### src/rtl/stream_bitpack_pkg.sv
// Shared types and helpers for the streaming coefficient bit-packer.
// Holds the FSM state encoding, the default polynomial size and a word-count helper.
package bitpack_pkg;

    typedef enum logic [1:0] {
        IDLE,
        RUN,
        FLUSH
    } state_e;

    localparam int N_COEFF_DEF = 256;

    // Packed words needed for one polynomial of N_COEFF_DEF coefficients.
    function automatic int words_for(input int bitlen, input int out_w);
        return (N_COEFF_DEF * bitlen + out_w - 1) / out_w;
    endfunction

endpackage

### src/rtl/stream_bitpack_shift_acc.sv
// Bit accumulator for stream_bitpack: holds acc/fill and performs the
// output shift and the coefficient insert (shift first, then insert) each cycle.
module bitpack_shift_acc
    import bitpack_pkg::*;
#(
    parameter int COEFF_W = 23,
    parameter int OUT_W   = 64,
    parameter int BLEN_W  = 5,
    parameter int FILL_W  = 7
) (
    input  logic               clk,
    input  logic               rst_n,
    input  logic               i_clr,
    input  logic               i_shift,
    input  logic               i_ins,
    input  logic [COEFF_W-1:0] i_val,
    input  logic [BLEN_W-1:0]  i_len,
    output logic [OUT_W-1:0]   o_word,
    output logic [FILL_W-1:0]  o_fill
);

    localparam int ACC_W = OUT_W + COEFF_W;
    localparam logic [FILL_W-1:0] OW_F = FILL_W'(OUT_W);

    logic [ACC_W-1:0]  r_acc;
    logic [ACC_W-1:0]  w_acc_s;
    logic [ACC_W-1:0]  w_acc_n;
    logic [FILL_W-1:0] r_fill;
    logic [FILL_W-1:0] w_fill_s;
    logic [FILL_W-1:0] w_fill_n;

    // Drop the emitted word, then append the new value just above the remaining bits.
    always_comb begin
        w_acc_s  = r_acc;
        w_fill_s = r_fill;
        if (i_shift) begin
            w_acc_s  = r_acc >> OUT_W;
            w_fill_s = (r_fill >= OW_F) ? (r_fill - OW_F) : '0;
        end
        w_acc_n  = w_acc_s;
        w_fill_n = w_fill_s;
        if (i_ins) begin
            w_acc_n  = w_acc_s | (ACC_W'(i_val) << w_fill_s);
            w_fill_n = w_fill_s + FILL_W'(i_len);
        end
    end

    // Accumulator state; bits above fill are always zero, which gives the flush padding.
    always_ff @(posedge clk or negedge rst_n) begin
        if (!rst_n) begin
            r_acc  <= '0;
            r_fill <= '0;
        end else if (i_clr) begin
            r_acc  <= '0;
            r_fill <= '0;
        end else begin
            r_acc  <= w_acc_n;
            r_fill <= w_fill_n;
        end
    end

    assign o_word = r_acc[OUT_W-1:0];
    assign o_fill = r_fill;

endmodule

### src/rtl/stream_bitpack.sv
// Streaming polynomial packer: low bitlen bits of each coefficient, little-endian, into OUT_W words.
// Optional STREAM_BITPACK_OFFSET_EN packs (bound - coeff) through one registered input stage.
module stream_bitpack
    import bitpack_pkg::*;
#(
    parameter int COEFF_W = 23,
    parameter int OUT_W   = 64,
    parameter int N_COEFF = N_COEFF_DEF,
    parameter int BLEN_W  = 5
) (
    input  logic               clk,
    input  logic               rst_n,
    input  logic               start,
    input  logic [BLEN_W-1:0]  bitlen,
    input  logic [COEFF_W-1:0] bound,
    input  logic               in_valid,
    output logic               in_ready,
    input  logic [COEFF_W-1:0] in_coeff,
    output logic               out_valid,
    input  logic               out_ready,
    output logic [OUT_W-1:0]   out_data,
    output logic               out_last,
    output logic               busy,
    output logic               done,
    output logic               err
);

    localparam int ACC_W  = OUT_W + COEFF_W;
    localparam int FILL_W = $clog2(ACC_W + 1);
    localparam int CNT_W  = $clog2(N_COEFF + 1);
    localparam logic [FILL_W-1:0] OW_F   = FILL_W'(OUT_W);
    localparam logic [CNT_W-1:0]  LAST_C = CNT_W'(N_COEFF - 1);

    if (COEFF_W > OUT_W) begin : g_bad_width
        $error("stream_bitpack: COEFF_W must not exceed OUT_W");
    end

    state_e             r_state;
    state_e             w_next;
    logic [BLEN_W-1:0]  r_bitlen;
    logic [CNT_W-1:0]   r_count;
    logic               r_err;
    logic               r_done;
    logic [FILL_W-1:0]  w_fill;
    logic [COEFF_W-1:0] w_mask;
    logic [COEFF_W-1:0] w_ins_val;
    logic               w_legal;
    logic               w_start_ok;
    logic               w_ins_ok;
    logic               w_ins;
    logic               w_last_ins;
    logic               w_in_fire;
    logic               w_out_fire;

    assign w_legal    = (bitlen != '0) && (bitlen <= BLEN_W'(COEFF_W));
    assign w_start_ok = start && w_legal && (r_state == IDLE);
    assign w_mask     = (COEFF_W'(1) << r_bitlen) - COEFF_W'(1);
    assign w_in_fire  = in_valid && in_ready;
    assign w_out_fire = out_valid && out_ready;
    assign w_last_ins = w_ins && (r_count == LAST_C);

`ifdef STREAM_BITPACK_OFFSET_EN
    logic               r_pv;
    logic [COEFF_W-1:0] r_pval;
    logic [COEFF_W-1:0] r_bound;
    logic [CNT_W-1:0]   r_in_cnt;

    assign w_ins     = r_pv && w_ins_ok;
    assign w_ins_val = r_pval;

    // Offset subtract stage; holds one coefficient until the accumulator takes it.
    always_ff @(posedge clk or negedge rst_n) begin
        if (!rst_n) begin
            r_pv     <= 1'b0;
            r_pval   <= '0;
            r_bound  <= '0;
            r_in_cnt <= '0;
        end else if (w_start_ok) begin
            r_pv     <= 1'b0;
            r_bound  <= bound;
            r_in_cnt <= '0;
        end else begin
            if (w_in_fire) begin
                r_pv     <= 1'b1;
                r_pval   <= (r_bound - in_coeff) & w_mask;
                r_in_cnt <= r_in_cnt + 1'b1;
            end else if (w_ins) begin
                r_pv <= 1'b0;
            end
        end
    end
`else
    logic w_unused_bound;

    assign w_unused_bound = ^bound;
    assign w_ins          = w_in_fire;
    assign w_ins_val      = in_coeff & w_mask;
`endif

    bitpack_shift_acc #(
        .COEFF_W (COEFF_W),
        .OUT_W   (OUT_W),
        .BLEN_W  (BLEN_W),
        .FILL_W  (FILL_W)
    ) u_acc (
        .clk     (clk),
        .rst_n   (rst_n),
        .i_clr   (w_start_ok),
        .i_shift (w_out_fire),
        .i_ins   (w_ins),
        .i_val   (w_ins_val),
        .i_len   (r_bitlen),
        .o_word  (out_data),
        .o_fill  (w_fill)
    );

    // FSM state register.
    always_ff @(posedge clk or negedge rst_n) begin
        if (!rst_n) r_state <= IDLE;
        else        r_state <= w_next;
    end

    // FSM next state: run until all coefficients are in, flush until last word leaves.
    always_comb begin
        w_next = r_state;
        unique case (r_state)
            IDLE:    if (w_start_ok) w_next = RUN;
            RUN:     if (w_last_ins) w_next = FLUSH;
            FLUSH:   if ((w_out_fire && out_last) || (w_fill == '0)) w_next = IDLE;
            default: w_next = IDLE;
        endcase
    end

    // FSM outputs and handshakes; in_ready sees out_ready combinationally.
    always_comb begin
        out_valid = (w_fill >= OW_F) || ((r_state == FLUSH) && (w_fill != '0));
        out_last  = out_valid && (r_state == FLUSH) && (w_fill <= OW_F);
        busy      = (r_state != IDLE);
        w_ins_ok  = (w_fill < OW_F) || (out_valid && out_ready);
`ifdef STREAM_BITPACK_OFFSET_EN
        in_ready  = (r_state == RUN) && (r_in_cnt != CNT_W'(N_COEFF)) &&
                    (!r_pv || w_ins_ok);
`else
        in_ready  = (r_state == RUN) && w_ins_ok;
`endif
    end

    // Per-polynomial settings, coefficient counter, sticky error and done pulse.
    always_ff @(posedge clk or negedge rst_n) begin
        if (!rst_n) begin
            r_bitlen <= '0;
            r_count  <= '0;
            r_err    <= 1'b0;
            r_done   <= 1'b0;
        end else begin
            r_done <= (r_state == FLUSH) && w_out_fire && out_last;
            if (start && (r_state == IDLE)) r_err <= !w_legal;
            if (w_start_ok) begin
                r_bitlen <= bitlen;
                r_count  <= '0;
            end else if (w_ins) begin
                r_count <= r_count + 1'b1;
            end
        end
    end

    assign done = r_done;
    assign err  = r_err;

endmodule

### config.mk
export PLATFORM = sky130hd
export DESIGN_NAME = stream_bitpack
export DESIGN_NICKNAME = d
export VERILOG_FILES = /design/src/rtl/stream_bitpack_pkg.sv /design/src/rtl/stream_bitpack_shift_acc.sv /design/src/rtl/stream_bitpack.sv
export SDC_FILE = /design/constraint.sdc
export NUM_CORES = 1
export LEC_CHECK = 0
export ABC_AREA = 0
export BUFFER_PORTS_ARGS = -buffer_cell sky130_fd_sc_hd__buf_4
export CELL_PAD_IN_SITES_DETAIL_PLACEMENT = 0
export CELL_PAD_IN_SITES_GLOBAL_PLACEMENT = 1
export CORE_AREA = 2 2 207 148
export DETAILED_ROUTE_END_ITERATION = 10
export DIE_AREA = 0 0 209 150
export GPL_TIMING_DRIVEN = 0
export PLACE_DENSITY = 0.61
export SYNTH_ARGS = -nofsm -noshare
export SYNTH_HDL_FRONTEND = slang
export SYNTH_SLANG_ARGS = --single-unit
### constraint.sdc
create_clock -name clk -period 10 [get_ports clk]
set_input_delay 0 -clock clk [delete_from_list [all_inputs] [get_ports clk]]
set_output_delay 0 -clock clk [all_outputs]
set_load 0.05 [all_outputs]
Word-level counts from Yosys, hierarchy flattened
Cells that the tools add are included.

word-level totals
  word-level logic and storage cells = 63
  input port bits = 56
  bits in registers = 112
  output and inout bits = 70

operators by class
  bitwise operators = 2
  shifts and indexed selects = 2
  add/sub/neg operators = 4
  mux-type cells = 13
  eq/ne operators = 6
  reduce and logical (&&, ||, !) cells = 25
  $lt $le $gt $ge = 4

operator list
  kind                                                   count
  two-way mux 87 bit                                     3
  bitwise OR 87 bit                                      1
  << shifter 23 x 7 -> 87 bit                            1
  two-way mux 7 bit                                      4
  bitwise AND 23 bit                                     1
  << shifter 1 x 5 -> 23 bit, first input constant       1
  subtractor 23 x 2 -> 23 bit, second input constant     1
  two-way mux 9 bit                                      2
  logical AND 1 bit                                      14
  adder 9 x 1 -> 9 bit, second input constant            1
  equality test 9 x 8 -> 1 bit, second input constant    1
  adder 7 x 5 -> 7 bit                                   1
  >= comparator 7 bit, second input constant             1
  less-or-equal comparator 7 bit, second input constant  1
  logical NOT 7 bit                                      1
  < comparator 7 bit, second input constant              1
  nonzero test 7 bit                                     1
  subtractor 7 bit, second input constant                1
  two-way mux 2 bit                                      3
  one-hot mux 2 bit (3 select lines)                     1
  less-or-equal comparator 5 bit, second input constant  1
  nonzero test 5 bit                                     1
  != test 2 bit, second input constant                   2
  nonzero test 2 bit                                     2
  other kinds (7)                                        9

Longest topological paths before layout
  word-level depth = 10
  gate-level depth with buffers = 15
  gate-level depth less buffers = 12

Modules after synthesis
Synthesis repeated with hierarchy kept, for this count alone.

second synthesis, totals
  cells, all modules = 1099
  area total of the unflattened synthesis = 8909.8 um2

by module, submodules not included
  module             cells each  seq. area each (um2)  instances  area each (um2)
  bitpack_shift_acc  918         2352.3                1          7403.4
  stream_bitpack     181         450.4                 1          1506.4

Worst setup path after synthesis
OpenSTA, ideal clock, no wires.

  path kind = reg-to-reg
  start = register r_bitlen[3]
  end = register u_acc.r_acc[28]
  data required time = 9.863 ns
  slack = 6.623 ns
  stages on the path, launching flop included = 15
  clock period less this slack = 3.377 ns
  data arrival time = 3.240 ns
  library setup time = 0.137 ns
  buffers on the path = 3
  cell sequence = dfrtp_1 -> buf_6 -> buf_2 -> nor4_1 -> nand2b_1 -> ha_1 -> buf_2 -> and2_1 -> o21a_1 -> or3_1 -> a31o_1 -> a2111o_1 -> o21ba_1 -> a22oi_1 -> o21ai_0

between the ends
  cells in the longest elaborated chain, start to end = 7

ends and longest elaborated chain
  item                         line                            RTL
  start: declaration           stream_bitpack.sv:40            logic [BLEN_W-1:0] r_bitlen;
  start signal: assignment     stream_bitpack.sv:159           r_bitlen <= bitlen;
  << shifter 1 x 5 -> 23 bit   stream_bitpack.sv:57            assign w_mask = (COEFF_W'(1) << r_bitlen) - COEFF_W'(1);
  subtractor 23 x 2 -> 23 bit  stream_bitpack.sv:57
  bitwise AND 23 bit           stream_bitpack.sv:97            assign w_ins_val = in_coeff & w_mask;
  << shifter 23 x 7 -> 87 bit  stream_bitpack_shift_acc.sv:43  w_acc_n = w_acc_s | (ACC_W'(i_val) << w_fill_s);
  bitwise OR 87 bit            stream_bitpack_shift_acc.sv:43
  two-way mux 87 bit           stream_bitpack_shift_acc.sv:42  if (i_ins) begin
  two-way mux 87 bit           stream_bitpack_shift_acc.sv:53  end else if (i_clr) begin
  end signal: assignment       stream_bitpack_shift_acc.sv:57  r_acc <= w_acc_n;
  end: declaration             stream_bitpack_shift_acc.sv:25  logic [ACC_W-1:0] r_acc;

No other way between the ends.
A chain may end at the register's enable or synchronous reset.

Final worst setup path
  start = register r_bitlen[4]
  end = register u_acc.r_acc[17]

The elaborated chain is that of the path after synthesis.

==> run_results.csv <==
group,metric,value,unit
floorplanning,ios,126,
final_layout,synthToLayoutAreaGrowth,20.30,%
sta,setup_violations,0,
yosys,synth_flop_cell,"dfrtp_1",
power_and_ir_drop,power_density,405.6,nW/µm²
detailed_routing,route.antenna.remaining_nets,0,
power_and_ir_drop,seqPwrFrac,20.0,%
global_route,met3_usage,5.897,%
yosys,syn_nets,1040,
sta,hold_violations,0,
clock_tree,clkTransAtPathRegs,0.08,ns
run,cap_violations,0,
critical_path,critPathBufInv,2,
final_layout,drive_gt1_share,22.32,%
critical_path,required,10.28,ns
global_route,busiest_layer,"met1",
clock_tree,post-cts-setup-buffers,0,
placed_design,place_ws,5.386,ns
yosys,synth-seq-cells,112,
power_and_ir_drop,netSwitchingPower,2.199,mW
sta,skew,0.009061,ns
critical_path,arrival,5.18,ns
final_layout,layout_common_cells,"buf_4 (168), nand2_1 (127), dfrtp_1 (112)",
global_route,overflow,0,
final_layout,regArea,2803,µm²
sta,finalCriticalPeriod,4.894,ns
detailed_routing,vias,8229,
floorplanning,rows,53,
sta,fin_tns_setup,0,ns
power_and_ir_drop,ir_drop,124.6,µV
power_and_ir_drop,intPower,1.746,mW
yosys,syn_inst,975,
global_route,grt_pass1_vias,7812,
clock_tree,numCtsBuffers,9,
floorplanning,fp.dieH,150,µm
critical_path,end_kind,"flip-flop",
critical_path,critPathMostFrequentCell,"buf_2",
detailed_routing,wire_per_inst,23.42,µm
yosys,ys_types,85,
critical_path,critPathTopFamily,"compound AO/OA/AOI/OAI gates",
power_and_ir_drop,clkPwrFrac,9.2,%
critical_path,crit_chain,"buf_2 > nor4_1 > nand2b_1 > ha_1 > buf_2 > nor3_1 > a32oi_1 > a211oi_1 > a2bb2oi_1 > a221oi_1 > nor2_1 > o21ai_0 > a31oi_1",
final_layout,fin_nets,1162,
critical_path,r2r_cells,13,
clock_tree,h-tree-depth,3,
critical_path,max_stage_delay,0.61,ns
final_layout,layout_commonest_cell,"buf_4",
critical_path,reg2reg_from,"r_bitlen[4]",
critical_path,cp_slowest_cell,"nor4_1",
final_layout,fillerInstances,3161,
sta,setup_ws,5.106,ns
power_and_ir_drop,power.total,3.945,mW
critical_path,r2r_slack,5.11,ns
sta,rsz0062_at_grt,"false",
detailed_routing,first_pass_iters,5,
power_and_ir_drop,p_comb_share,70.9,%
critical_path,critPathLaunchType,"flip-flop",
yosys,synthesis.area,8087,µm²
global_route,antenna_found_initial,0,
sta,max_slew_margin,25.02,%
yosys,seq_area_frac_synth,34.66,%
sta,drv_slew,0,
power_and_ir_drop,swShare,55.74,%
detailed_routing,drc,0,
detailed_routing,wl,34820,µm
global_route,grt_max_degree,90,
critical_path,reg2reg_to,"u_acc.r_acc[17]",
placed_design,dp_hpwl,26830,µm
clock_tree,cts_tree,"built",
global_route,use_met2,31.10,%
yosys,yosysWarningCount,0,
global_route,grt_pass1_wl,52180,µm
sta,fmax,0.2043,GHz
yosys,postSynth.asyncResetShare,100.0,%
sta,finalCritPeriodShare,48.94,%
power_and_ir_drop,p_leak,4.203,nW
clock_tree,cts.sinks,112,
floorplanning,die_area,31350,µm²
clock_tree,insertion_delay,0.37,ns
final_layout,multi_input_area,4389,µm²
yosys,synth_edf_count,0,
clock_tree,cts-root-buf,"clkbuf_16",
global_route,grtUsageMet1,34.34,%
sta,worstMarginPinSlew,1.113,ns
placed_design,postPlaceCellArea,9365,µm²
placed_design,port_buffers,102,
final_layout,n_antenna_cell,0,
floorplanning,start_util,27.40,%
yosys,syn_avg_cell_area,8.294,µm²
detailed_routing,first_iter_violations,967,
clock_tree,cts_buffer_depth,2,
placed_design,gp_congestion,0.9499,
final_layout,final_area,9728,µm²
floorplanning,die_x,209,µm
min_path,holdCritPathClass,"in -> async",
detailed_routing,vias_per_cell,5.534,
global_route,grt_usage,22.43,%
critical_path,worstPathMaxFanout,10,
critical_path,critical_path_class,"reg -> reg",
floorplanning,fp.coreArea,29510,µm²
outcome,outcome,"completed",
[final cells by class]
cell class                      count  share of cell area [%]
Multi-Input combinational cell    707                   45.12
Sequential cell                   112                   28.81
Timing Repair Buffer              111                   9.016
Buffer                            137                   8.437
Tap cell                          385                   4.952
Clock buffer                       10                   2.354
Inverter                           19                  0.7588
Clock inverter                      6                  0.5531
[timing repair]
| action | in CTS | in global routing |
|---|---|---|
| hold buffers | 8 | 0 |
| gates resized for setup | 0 | 0 |
| setup endpoints to repair | 0 | 0 |
| hold endpoints to repair | 119 | 0 |
[through the flow]
| step | std cells | hold WS [ns] | util [%] |
|---|---|---|---|
| after detailed placement | 1463 | -0.1215 | 31.74 |
| after floorplan | 975 | -0.2956 | - |
| after global routing | 1487 | 0.06189 | 32.97 |
| after global placement | 1462 | 0.2270 | 31.63 |
| final | 1487 | 0.04752 | 32.97 |
| after CTS | 1487 | 0.06034 | 32.97 |
[power by group through the flow]
stage	combinational [mW]	sequential, mW	clock (mW)
global route	2.98	0.814	0.388
finish	2.80	0.788	0.362
global placement	2.74	0.797	0
detailed placement	2.74	0.796	0
floorplan	1.93	0.736	0
CTS	2.75	0.789	0.369
[worst max path at each step]
stage / startpoint / to / depth (start not counted)
2_1_floorplan: r_bitlen[3] / u_acc.r_acc[28] / 14
3_3_place_gp: r_bitlen[4] / u_acc.r_acc[13] / 13
3_5_place_dp: r_bitlen[4] / u_acc.r_acc[13] / 13
4_1_cts: r_bitlen[4] / u_acc.r_acc[13] / 13
5_1_grt: r_bitlen[4] / u_acc.r_acc[13] / 13
6_report: r_bitlen[4] / u_acc.r_acc[17] / 13
[metal layers]
layer | routed length, µm | vias to the layer above
li1 | - | 3792
met1 | 17400 | 4020
met2 | 13820 | 383
met3 | 3114 | 34
met4 | 478 | 0
met5 | 0 | -
[sequential cells by signal, summed over array words and instances, names as in the netlist]
register / cells
u_acc.o_fill: 7
r_bitlen: 5
u_acc.r_acc: 87
r_state: 2
done: 1
err: 1
r_count: 9
[cell families after synthesis]
kind of cell               Yosys count  synth area share [%]
AOI/OAI and AO/OA                  341                 29.77
and+or+nand+nor                    321                 18.51
buffers and inverters              156                 11.06
DFF                                112                 34.66
muxes                               24                 3.203
xor gates and xnor gates            11                 1.191
adders and majority gates           10                 1.609
[synthesized netlist by cell type (8+ instances only)]
cell / instances / area, µm²
nand3_1: 19 / 95.09
mux2_2: 11 / 123.9
a21o_1: 11 / 82.58
dfrtp_1: 112 / 2803
nor3_1: 23 / 115.1
a21oi_1: 62 / 310.3
and2_1: 13 / 81.33
clkbuf_1: 37 / 138.9
o211ai_1: 18 / 135.1
mux2i_1: 12 / 120.1
nand2_1: 127 / 476.7
a32oi_1: 11 / 96.34
nor2_1: 79 / 296.5
o22ai_1: 12 / 75.07
buf_2: 26 / 130.1
inv_1: 15 / 56.30
o21ai_1: 13 / 65.06
o21ai_0: 44 / 220.2
nor2b_1: 9 / 56.30
a22oi_1: 33 / 247.7
ha_1: 8 / 100.1
buf_4: 67 / 503.0
nand2b_1: 9 / 56.30
a211oi_1: 10 / 75.07
o2bb2ai_1: 9 / 78.83
a31oi_1: 29 / 181.4
o21a_1: 15 / 112.6
(Power assumes the default switching activity.)
